$ cat src/rtl/ov5640_pwr_mon.sv
// Sensor-side monitor for the OV5640 PWDN/RESETB pins: enforces power-up timing and gates SCCB access.
// Optional power-up/error event counters are enabled with `define OV5640_PWR_MON_CNT_EN.
module ov5640_pwr_mon #(
    parameter int unsigned CLK_FREQ_MHZ = 100,
    parameter int unsigned T_PWDN_US    = 1000,
    parameter int unsigned T_SETTLE_US  = 20000
) (
    input  logic        s_axil_aclk,
    input  logic        s_axil_arst,
    input  logic        cam_pwdn,
    input  logic        cam_rst_n,
    input  logic        err_clr,
    output logic        sccb_ready,
    output logic [2:0]  mon_state,
    output logic        err_order,
    output logic        err_early,
    output logic [15:0] pwrup_cnt,
    output logic [15:0] err_cnt
);

    localparam int unsigned CNT_W = 32;
    localparam int unsigned EVT_W = 16;
    localparam logic [CNT_W-1:0] PWDN_CYC    = CNT_W'(CLK_FREQ_MHZ * T_PWDN_US);
    localparam logic [CNT_W-1:0] SETTLE_LAST = CNT_W'(CLK_FREQ_MHZ * T_SETTLE_US - 1);

    typedef enum logic [2:0] {
        S_OFF    = 3'd0,
        S_PWR_UP = 3'd1,
        S_SETTLE = 3'd2,
        S_READY  = 3'd3,
        S_ERR    = 3'd4
    } state_t;

    state_t             state_q, state_d;
    logic [CNT_W-1:0]   cnt_q, cnt_d;
    logic               ready_q, ready_d;
    logic               err_order_q, err_order_d;
    logic               err_early_q, err_early_d;

    always_ff @(posedge s_axil_aclk) begin
        if (s_axil_arst) begin
            state_q     <= S_OFF;
            cnt_q       <= '0;
            ready_q     <= 1'b0;
            err_order_q <= 1'b0;
            err_early_q <= 1'b0;
        end else begin
            state_q     <= state_d;
            cnt_q       <= cnt_d;
            ready_q     <= ready_d;
            err_order_q <= err_order_d;
            err_early_q <= err_early_d;
        end
    end

    // Pin sequencing rules; power-down always wins over reset activity.
    always_comb begin
        state_d     = state_q;
        err_order_d = err_order_q;
        err_early_d = err_early_q;
        case (state_q)
            S_OFF: begin
                if (!cam_pwdn) begin
                    if (cam_rst_n) begin
                        state_d     = S_ERR;
                        err_order_d = 1'b1;
                    end else begin
                        state_d = S_PWR_UP;
                    end
                end
            end
            S_PWR_UP: begin
                if (cam_pwdn) begin
                    state_d = S_OFF;
                end else if (cam_rst_n) begin
                    if (cnt_q >= PWDN_CYC) begin
                        state_d = S_SETTLE;
                    end else begin
                        state_d     = S_ERR;
                        err_early_d = 1'b1;
                    end
                end
            end
            S_SETTLE: begin
                if (cam_pwdn) begin
                    state_d = S_OFF;
                end else if (!cam_rst_n) begin
                    state_d = S_PWR_UP;
                end else if (cnt_q == SETTLE_LAST) begin
                    state_d = S_READY;
                end
            end
            S_READY: begin
                if (cam_pwdn) begin
                    state_d = S_OFF;
                end else if (!cam_rst_n) begin
                    state_d = S_PWR_UP;
                end
            end
            S_ERR: begin
                if (err_clr && cam_pwdn) begin
                    state_d     = S_OFF;
                    err_order_d = 1'b0;
                    err_early_d = 1'b0;
                end
            end
            default: state_d = S_OFF;
        endcase

        // Dwell counter restarts on any transition and saturates instead of wrapping.
        if (state_d != state_q) begin
            cnt_d = '0;
        end else if (cnt_q == '1) begin
            cnt_d = cnt_q;
        end else begin
            cnt_d = cnt_q + CNT_W'(1);
        end

        ready_d = (state_d == S_READY);
    end

`ifdef OV5640_PWR_MON_CNT_EN
    logic [EVT_W-1:0] pwrup_cnt_q;
    logic [EVT_W-1:0] err_cnt_q;

    always_ff @(posedge s_axil_aclk) begin
        if (s_axil_arst) begin
            pwrup_cnt_q <= '0;
            err_cnt_q   <= '0;
        end else begin
            if (state_d == S_READY && state_q != S_READY && pwrup_cnt_q != '1) begin
                pwrup_cnt_q <= pwrup_cnt_q + EVT_W'(1);
            end
            if (state_d == S_ERR && state_q != S_ERR && err_cnt_q != '1) begin
                err_cnt_q <= err_cnt_q + EVT_W'(1);
            end
        end
    end

    assign pwrup_cnt = pwrup_cnt_q;
    assign err_cnt   = err_cnt_q;
`else
    assign pwrup_cnt = EVT_W'(0);
    assign err_cnt   = EVT_W'(0);
`endif

    assign sccb_ready = ready_q;
    assign mon_state  = state_q;
    assign err_order  = err_order_q;
    assign err_early  = err_early_q;

endmodule

$ cat config.mk
export PLATFORM = sky130hd
export DESIGN_NAME = ov5640_pwr_mon
export DESIGN_NICKNAME = d
export VERILOG_FILES = /design/src/rtl/ov5640_pwr_mon.sv
export SDC_FILE = /design/constraint.sdc
export NUM_CORES = 1
export LEC_CHECK = 0
export BUFFER_PORTS_ARGS = -buffer_cell sky130_fd_sc_hd__buf_2
export CAP_MARGIN = 40
export CORE_ASPECT_RATIO = 0.8
export CORE_MARGIN = 2
export CORE_UTILIZATION = 25
export CTS_BUF_LIST = sky130_fd_sc_hd__clkbuf_16
export CTS_CLUSTER_SIZE = 28
export DETAILED_ROUTE_END_ITERATION = 16
export SLEW_MARGIN = 20
export SYNTH_ARGS = -nofsm -noshare
export SYNTH_HDL_FRONTEND = slang
export SYNTH_SLANG_ARGS = --single-unit
$ cat constraint.sdc
create_clock -name s_axil_aclk -period 2.4 [get_ports s_axil_aclk]
set_input_delay 0.12 -clock s_axil_aclk [delete_from_list [all_inputs] [get_ports s_axil_aclk]]
set_output_delay 0.12 -clock s_axil_aclk [all_outputs]
set_load 0.02 [all_outputs]
==> Word-level counts from Yosys, hierarchy flattened <==
Index checks and enable logic that the tools add are counted.
W data, S select, Z words.
{ "word_totals": {"word_cells": 48, "output_inout_bits": 38, "in_bits": 5, "reg_bits": 38} }
{ "op_classes": {"n_addsub": 1, "reduce_logical": 7, "mux": 20, "n_eq_ne": 14, "order_cmp": 1} }
{ "op_table": {"columns": ["operator", "count"], "rows": [
  ["$mux W3", 11],
  ["$add A32 B1 Y32 const B", 1],
  ["$eq A32 B21 Y1 const B", 1],
  ["$eq A32 B32 Y1 const B", 1],
  ["$ge A32 B17 Y1 const B", 1],
  ["$pmux W3 S5", 1],
  ["$ne A2 B2 Y1 const B", 6],
  ["$eq A3 B2 Y1 const B", 3],
  ["$mux W1", 6],
  ["$reduce_and A5 Y1", 1],
  ["$pmux W1 S2", 2],
  ["$reduce_and A4 Y1", 1],
  ["$reduce_bool A2 Y1", 2],
  ["$eq A3 B1 Y1 const B", 1],
  ["$eq A3 B3 Y1 const B", 1],
  ["$logic_not A3 Y1", 1],
  ["$ne A3 B3 Y1", 1],
  ["$reduce_or A2 Y1", 1],
  ["$logic_and A1 B1 Y1", 1]
]} }

==> Depth between registers and ports, before layout <==
Gate-level depths: netlist of run 1.
{ "logic_depth": {"depth_word": 7, "mapped_depth": 8, "ltp_nobuf": 6} }

==> Worst setup path before layout of run 1 <==
Ideal clock, no wire load.
{ "synth_path": {"path_type": "register -> register", "startpoint": "register state_q[1] (netlist: mon_state[1])", "endpoint": "register cnt_q[13]", "period_less_slack_ns": 2.200, "path_buffers": 3, "required_ns": 2.334, "slack_ns": 0.200, "arrival_ns": 2.134, "stages_incl_launch_ff": 9, "setup_ns": 0.066, "cell_sequence": "dfxtp_1 > buf_2 > nor4bb_1 > a31oi_1 > nor2_2 > or4b_2 > buf_4 > buf_6 > a21oi_2"} }
{ "synth_via": {"elab_chain_cells": 6, "elab_cells_between_ends": 17, "cone_classes": "eq/ne: 5; mux: 10; reduce/logical: 2"} }
{ "synth_lines": {"columns": ["item", "line", "rtl"], "rows": [
  ["from (decl)", "34", "state_t state_q, state_d;"],
  ["from (signal assigned)", "48", "state_q <= state_d;"],
  ["$mux W3", "89", "end else if (cnt_q == SETTLE_LAST) begin"],
  ["$mux W3", "87", "end else if (!cam_rst_n) begin"],
  ["$mux W3", "85", "if (cam_pwdn) begin"],
  ["$pmux W3 S5", "61", "case (state_q)"],
  ["$ne A3 B3 Y1 (*)", "111", "if (state_d != state_q) begin"],
  ["$reduce_or A2 Y1 (no line) (*)", null, null],
  ["to (signal assigned)", "49", "cnt_q <= cnt_d;"],
  ["to (decl)", "35", "logic [CNT_W-1:0] cnt_q, cnt_d;"]
]} }
Every way passes the cells marked *; elsewhere a longest branch is shown, timed or not.
A chain may end at the register's enable or synchronous reset.

==> Final worst setup path of run 1 <==
{ "layout_path": {"startpoint": "register state_q[2] (netlist: mon_state[2])", "endpoint": "register cnt_q[11]"} }
Same word-level chain as after synthesis.

==> summary.txt, run 1 <==
Routing
  • Vias per inst: 4.81
  • Detail Route Antenna Nets: 0
  • Final routed DRC violation total: 0
  • DR WL/cell: 13.2 um
  • DR vias: 2113
  • Routed WL: 5780 um
  • Drt pass-1 iters: 4
  • Iteration-0 DRC Markers: 122

Layout
  • # fillers: 1042
  • Sequential Area: 761 sq um
  • Layout cells sized above 1: 0.172
  • Finished Layout Cells: 439
  • Antenna diode count: 0
  • # nets final: 311
  • Multi-input gate area: 0.00150 sq mm
  • Final Instance Area: 0.00277 sq mm
  • Area growth syn-to-layout: 10.4%

CTS
  • Post-cts resize count: 0
  • H-tree lvl count: 2
  • CTS tree: done
  • Post-CTS Setup Repair Bufs: 0
  • Sink Count: 38
  • # hold bufs at CTS: 0
  • CTS root buffer: clkbuf_16
  • Reg clk slew, reported paths: 0.05 ns
  • CTS buffer count: 5
  • Worst skew pair latency: 0.28 ns
  • CTS Buffer Depth: 2

Hold path
  • Hold WC Path Type: in -> reg

Global route
  • Vias in the first global route: 1857
  • Aggregate global routing overflow: 0
  • GRT Total Usage: 0.111
  • Antenna violations before repair: 0
  • Pin count of the biggest net entering global routing: 30
  • First-pass GRT wire length: 9360 um

STA
  • Max Transition Viols Final: 0
  • Slew @ Worst Pin: 0.593 ns
  • Final setup viols: 0
  • Skew final: 0.00500 ns
  • Final hold vios: 0
  • Hold_ws: 0.0880 ns
  • Fin crit share: 0.922
  • RSZ-0062 raised after global routing: false
  • Peak Freq: 452 MHz
  • Relative slew slack: 0.601
  • Final setup margin: 0.188 ns
  • Final worst path period need: 2.21 ns
  • Total Neg Setup Slack: 0 ns

Synthesis
  • Synthesized area: 0.00251 sq mm
  • Avg Cell Area, Syn: 8.73 sq um
  • Warnings from Yosys: 0
  • Synth async-reset ratio: 0
  • Top_reg_cell synth: dfxtp_1
  • Seq/Total Area, Yosys: 0.304
  • Count of cell types in the netlist: 58
  • Post-synthesis cell count: 287
  • Synthesized flop and latch total: 38
  • Post-synth EDFFs: 0

Status
  • Status: completed

Die
  • Die height: 93.6 um
  • Ports: 43
  • Die area: 0.0108 sq mm
  • Core Region: 0.00969 sq mm
  • Rows: 32
  • Initial Utilization: 0.259
  • Die X: 116 um

Worst setup path
  • Type of origin of the critical path: flip-flop
  • Req. time, crit path: 2.61 ns
  • CP Class: reg -> reg
  • Worst-path fanout max: 29
  • CP Capture Type: flip-flop
  • WP data arrival: 2.42 ns

Power and ir drop
  • Maximum vdd drop: 0.000242 V
  • Leakage: 0.902 nW
  • Power Density: 502 mW/mm^2

Placed design
  • Post-place instance area: 0.00264 sq mm
  • Placement Setup Slack: 0.219 ns
  • Placed Instances: 433
  • GPL Wtd Cong: 0.799
  • Buffers on Ports: 10
  • Hpwl dp: 4050 um

Run
  • Max cap viols: 0
per-layer routing:
layer | vias up | GRT usage | part of all wire
met5 | - | 0 | 0
li1 | 1063 | - | -
met3 | 6 | 0.0447 | 0.056
met4 | 0 | 0.0417 | 0.016
met1 | 991 | 0.159 | 0.51
met2 | 53 | 0.146 | 0.42
worst max-delay path, stage by stage (launching register included):
cell     delay, ns
dfxtp_1       0.51
or3b_2        0.23
a31oi_1       0.11
nor2_2        0.24
or4b_2        0.66
buf_12        0.21
a22oi_1       0.18
per-stage QoR:
stage / power, mW / util
after global placement: 0.791 / 0.272
after CTS: 1.40 / 0.286
final: 1.39 / 0.286
after detailed placement: 0.793 / 0.272
after global routing: 1.45 / 0.286
after floorplan: 0.804 / -
cells by family (layout without fill, tap and decap cells):
family	count (synthesis)	count (layout)	share of synthesized area
AO/OA/AOI/OAI	73	73	0.211
adder cells (fa/ha/maj)	2	2	0.00998
XOR/XNOR	19	19	0.0664
AND/OR/NAND/NOR	98	98	0.257
flip-flops	38	38	0.304
multiplexers	2	2	0.00799
other	1	32	0.00150
buffers and inverters	54	39	0.143
layout by cell type, fill, tap and decap left out, types with 10 or more instances in the layout:
master	count
a21oi_1	12
a21oi_2	10
buf_2	10
buf_4	14
conb_1	32
dfxtp_1	38
nand2_1	12
nand4_1	11
xnor2_1	11
final cells by class:
| class | instances | area share |
|---|---|---|
| Inverter | 8 | 0.0108 |
| Clock inverter | 1 | 0.00136 |
| Clock buffer | 5 | 0.0452 |
| Multi-Input combinational cell | 226 | 0.543 |
| Tap cell | 136 | 0.0615 |
| Sequential cell | 38 | 0.275 |
| Timing Repair Buffer | 25 | 0.0633 |
final timing paths:
| check | endpoint | from | slack [ns] | cells past startpoint |
|---|---|---|---|---|
| max | cnt_q[11] | mon_state[2] | 0.19 | 6 |
| max reg2reg | cnt_q[11] | mon_state[2] | 0.19 | 6 |
| min | err_order | s_axil_arst | 0.09 | 2 |
| min reg2reg | err_order | err_order | 0.49 | 2 |
sequential cells by signal, summed over array words and instances, names as in the netlist:
name / cells
err_early: 1
cnt_q: 32
mon_state: 3
sccb_ready: 1
err_order: 1
cell usage after synthesis (all sizes together), types with 2 or more instances:
library cell,n,share of area
a21oi,22,0.059
a22oi,9,0.027
a311oi,3,0.010
a31oi,4,0.010
and2,4,0.010
and3,4,0.010
and4,6,0.021
buf,43,0.13
clkbuf,3,0.0050
dfxtp,38,0.30
ha,2,0.010
inv,8,0.012
mux2i,2,0.0080
nand2,12,0.018
nand3,8,0.016
nand3b,3,0.0090
nand4,11,0.027
nor2,7,0.011
nor3,9,0.018
nor4,12,0.041
o2111ai,6,0.021
o211ai,5,0.017
o21ai,9,0.018
o31ai,5,0.015
or3,8,0.020
or4,5,0.016
xnor2,11,0.038
xor2,8,0.028
power breakdown:
group | total, mW | internal [mW] | leakage [nW] | switching [mW]
combinational | 0.133 | 0.0333 | 0.532 | 0.0996
clock | 0.607 | 0.369 | 0.0632 | 0.238
sequential | 0.649 | 0.639 | 0.307 | 0.0100
total | 1.39 | 1.04 | 0.902 | 0.348
Power figures use the tool's default switching activity.
==> run 2, diff against run 1 <==
- CTS_BUF_LIST: sky130_fd_sc_hd__clkbuf_16 -> sky130_fd_sc_hd__clkbuf_8 sky130_fd_sc_hd__clkbuf_16
- CTS_CLUSTER_SIZE: 28 -> 10
==> summary.txt, run 2 (synthesized netlist as in run 1, its figures left out) <==
Status
  • Status: completed

STA
  • Total Neg Setup Slack: 0 ns (unchanged)
  • Fin crit share: 0.922 (about the same)
  • Final setup viols: 0 (unchanged)
  • Hold_ws: 0.0880 ns (+0.00000980 ns)
  • Peak Freq: 452 MHz (about the same)
  • Slew @ Worst Pin: 0.593 ns (unchanged)
  • Relative slew slack: 0.601 (unchanged)
  • Final hold vios: 0 (unchanged)
  • RSZ-0062 raised after global routing: false
  • Final worst path period need: 2.21 ns (-0.0000530 ns)
  • Max Transition Viols Final: 0 (unchanged)
  • Skew final: 0.00333 ns (-0.00168 ns)

Die
  • Initial Utilization: 0.259 (unchanged)
  • Die X: 116 um (unchanged)
  • Ports: 43 (unchanged)
  • Die height: 93.6 um (unchanged)
  • Core Region: 0.00969 sq mm (unchanged)
  • Die area: 0.0108 sq mm (unchanged)
  • Rows: 32 (unchanged)

Global route
  • Antenna violations before repair: 0 (unchanged)
  • Vias in the first global route: 1857 (unchanged)
  • Pin count of the biggest net entering global routing: 30 (unchanged)
  • GRT Total Usage: 0.111 (+0.000136)
  • First-pass GRT wire length: 9370 um (+0.15%)
  • Aggregate global routing overflow: 0 (unchanged)

CTS
  • CTS root buffer: clkbuf_16
  • Worst skew pair latency: 0.28 ns (about the same)
  • H-tree lvl count: 2 (unchanged)
  • Post-CTS Setup Repair Bufs: 0 (unchanged)
  • Sink Count: 38 (unchanged)
  • CTS Buffer Depth: 2 (unchanged)
  • Reg clk slew, reported paths: 0.05 ns (about the same)
  • CTS buffer count: 5 (unchanged)
  • # hold bufs at CTS: 0 (unchanged)
  • Post-cts resize count: 0 (unchanged)
  • CTS tree: done

Worst setup path
  • Type of origin of the critical path: flip-flop
  • CP Class: reg -> reg
  • FF-to-FF End: cnt_q[11]
  • Worst-path fanout max: 29 (unchanged)
  • FF-to-FF Start: mon_state[2]
  • Req. time, crit path: 2.61 ns (about the same)
  • R2r setup slk: 0.19 ns (about the same)
  • CP Capture Type: flip-flop
  • WP data arrival: 2.42 ns (about the same)
  • R2R depth: 6 (unchanged)

Layout
  • Commonest non-fill, non-tap cell in the layout: dfxtp_1
  • Most frequent cells in the layout: dfxtp_1 (38), conb_1 (32), buf_4 (14), a21oi_1 (12), nand2_1 (12)
  • Area growth syn-to-layout: 10.8%
  • Most flops, register: cnt_q
  • Layout cells sized above 1: 0.175 (+0.00330)
  • Largest register FFs: 32 (unchanged)
  • Finished Layout Cells: 439 (unchanged)
  • # fillers: 1042 (unchanged)
  • # nets final: 311 (unchanged)
  • Antenna diode count: 0 (unchanged)

Placed design
  • Buffers on Ports: 10 (unchanged)
  • Hpwl dp: 4050 um (unchanged)
  • Placed Instances: 433 (unchanged)
  • GPL Wtd Cong: 0.799 (unchanged)

Routing
  • Drt pass-1 iters: 4 (unchanged)
  • Final routed DRC violation total: 0 (unchanged)
  • Detail Route Antenna Nets: 0 (unchanged)
  • Iteration-0 DRC Markers: 131 (+7.4%)
  • Vias per inst: 4.81 (-0.14%)
  • DR WL/cell: 13.2 um (+0.16%)
  • Routed WL: 5790 um (+0.16%)
  • DR vias: 2110 (-0.14%)

Hold path
  • Hold WC Path Type: in -> reg
  • Hold path depth: 2 (unchanged)
  • Hold Path Sink: err_order
  • Min-delay src: s_axil_arst

Run
  • Max cap viols: 0 (unchanged)

Power and ir drop
  • Maximum vdd drop: 0.000241 V (-0.35%)
  • Leakage: 0.908 nW (+0.62%)
  • Power Density: 512 mW/mm^2 (+2.2%)
  • Design Power: 1.42 mW (+2.5%)
==> run 2: report_power, final <==
group	switching (mW)	total (mW)	internal, mW
combinational	0.0995	0.133	0.0333
sequential	0.0100	0.648	0.638
clock	0.241	0.642	0.401
==> run 2: how the worst max path moves through the flow <==
| stage | endpoint | slack (ns) | from |
|---|---|---|---|
| 2_1_floorplan | cnt_q[13] | 0.20 | mon_state[1] |
| 3_3_place_gp | cnt_q[20] | 0.23 | mon_state[2] |
| 3_5_place_dp | cnt_q[20] | 0.22 | cnt_q[11] |
| 4_1_cts | cnt_q[11] | 0.19 | mon_state[2] |
| 5_1_grt | cnt_q[20] | 0.05 | cnt_q[11] |
| 6_report | cnt_q[11] | 0.19 | mon_state[2] |
==> run 2: worst max-delay path, cell delays in order, from the launching register on <==
cell and delay, ns:
dfxtp_1 0.51, or3b_2 0.23, a31oi_1 0.11, nor2_2 0.24
or4b_2 0.66, buf_12 0.21, a22oi_1 0.18
==> run 2: final cells by class <==
type	instances	area, sq um	share of cell area
multi-input cells	226	1500	0.541
flip-flops and latches	38	761	0.274
repair buffers	25	175	0.0631
well taps	136	170	0.0613
clock buffers	6	139	0.0500
inverters	8	30.0	0.0108
==> run 2: metrics by stage <==
step / utilization / cell area (sq um) / setup slack [ns]
floorplan: - / 2620 / 0.200
global placement: 0.272 / 2640 / 0.234
detailed placement: 0.272 / 2640 / 0.219
CTS: 0.287 / 2780 / 0.195
global route: 0.287 / 2780 / 0.0473
finish: 0.287 / 2780 / 0.188
==> run 2: metal layers <==
metal  wire [um]  vias up  global-route usage
met5           0        -                   0
met4          91        0              0.0417
met3         324        6              0.0447
met2        2400       53               0.146
met1        2980      988               0.159
li1            -     1063                   -
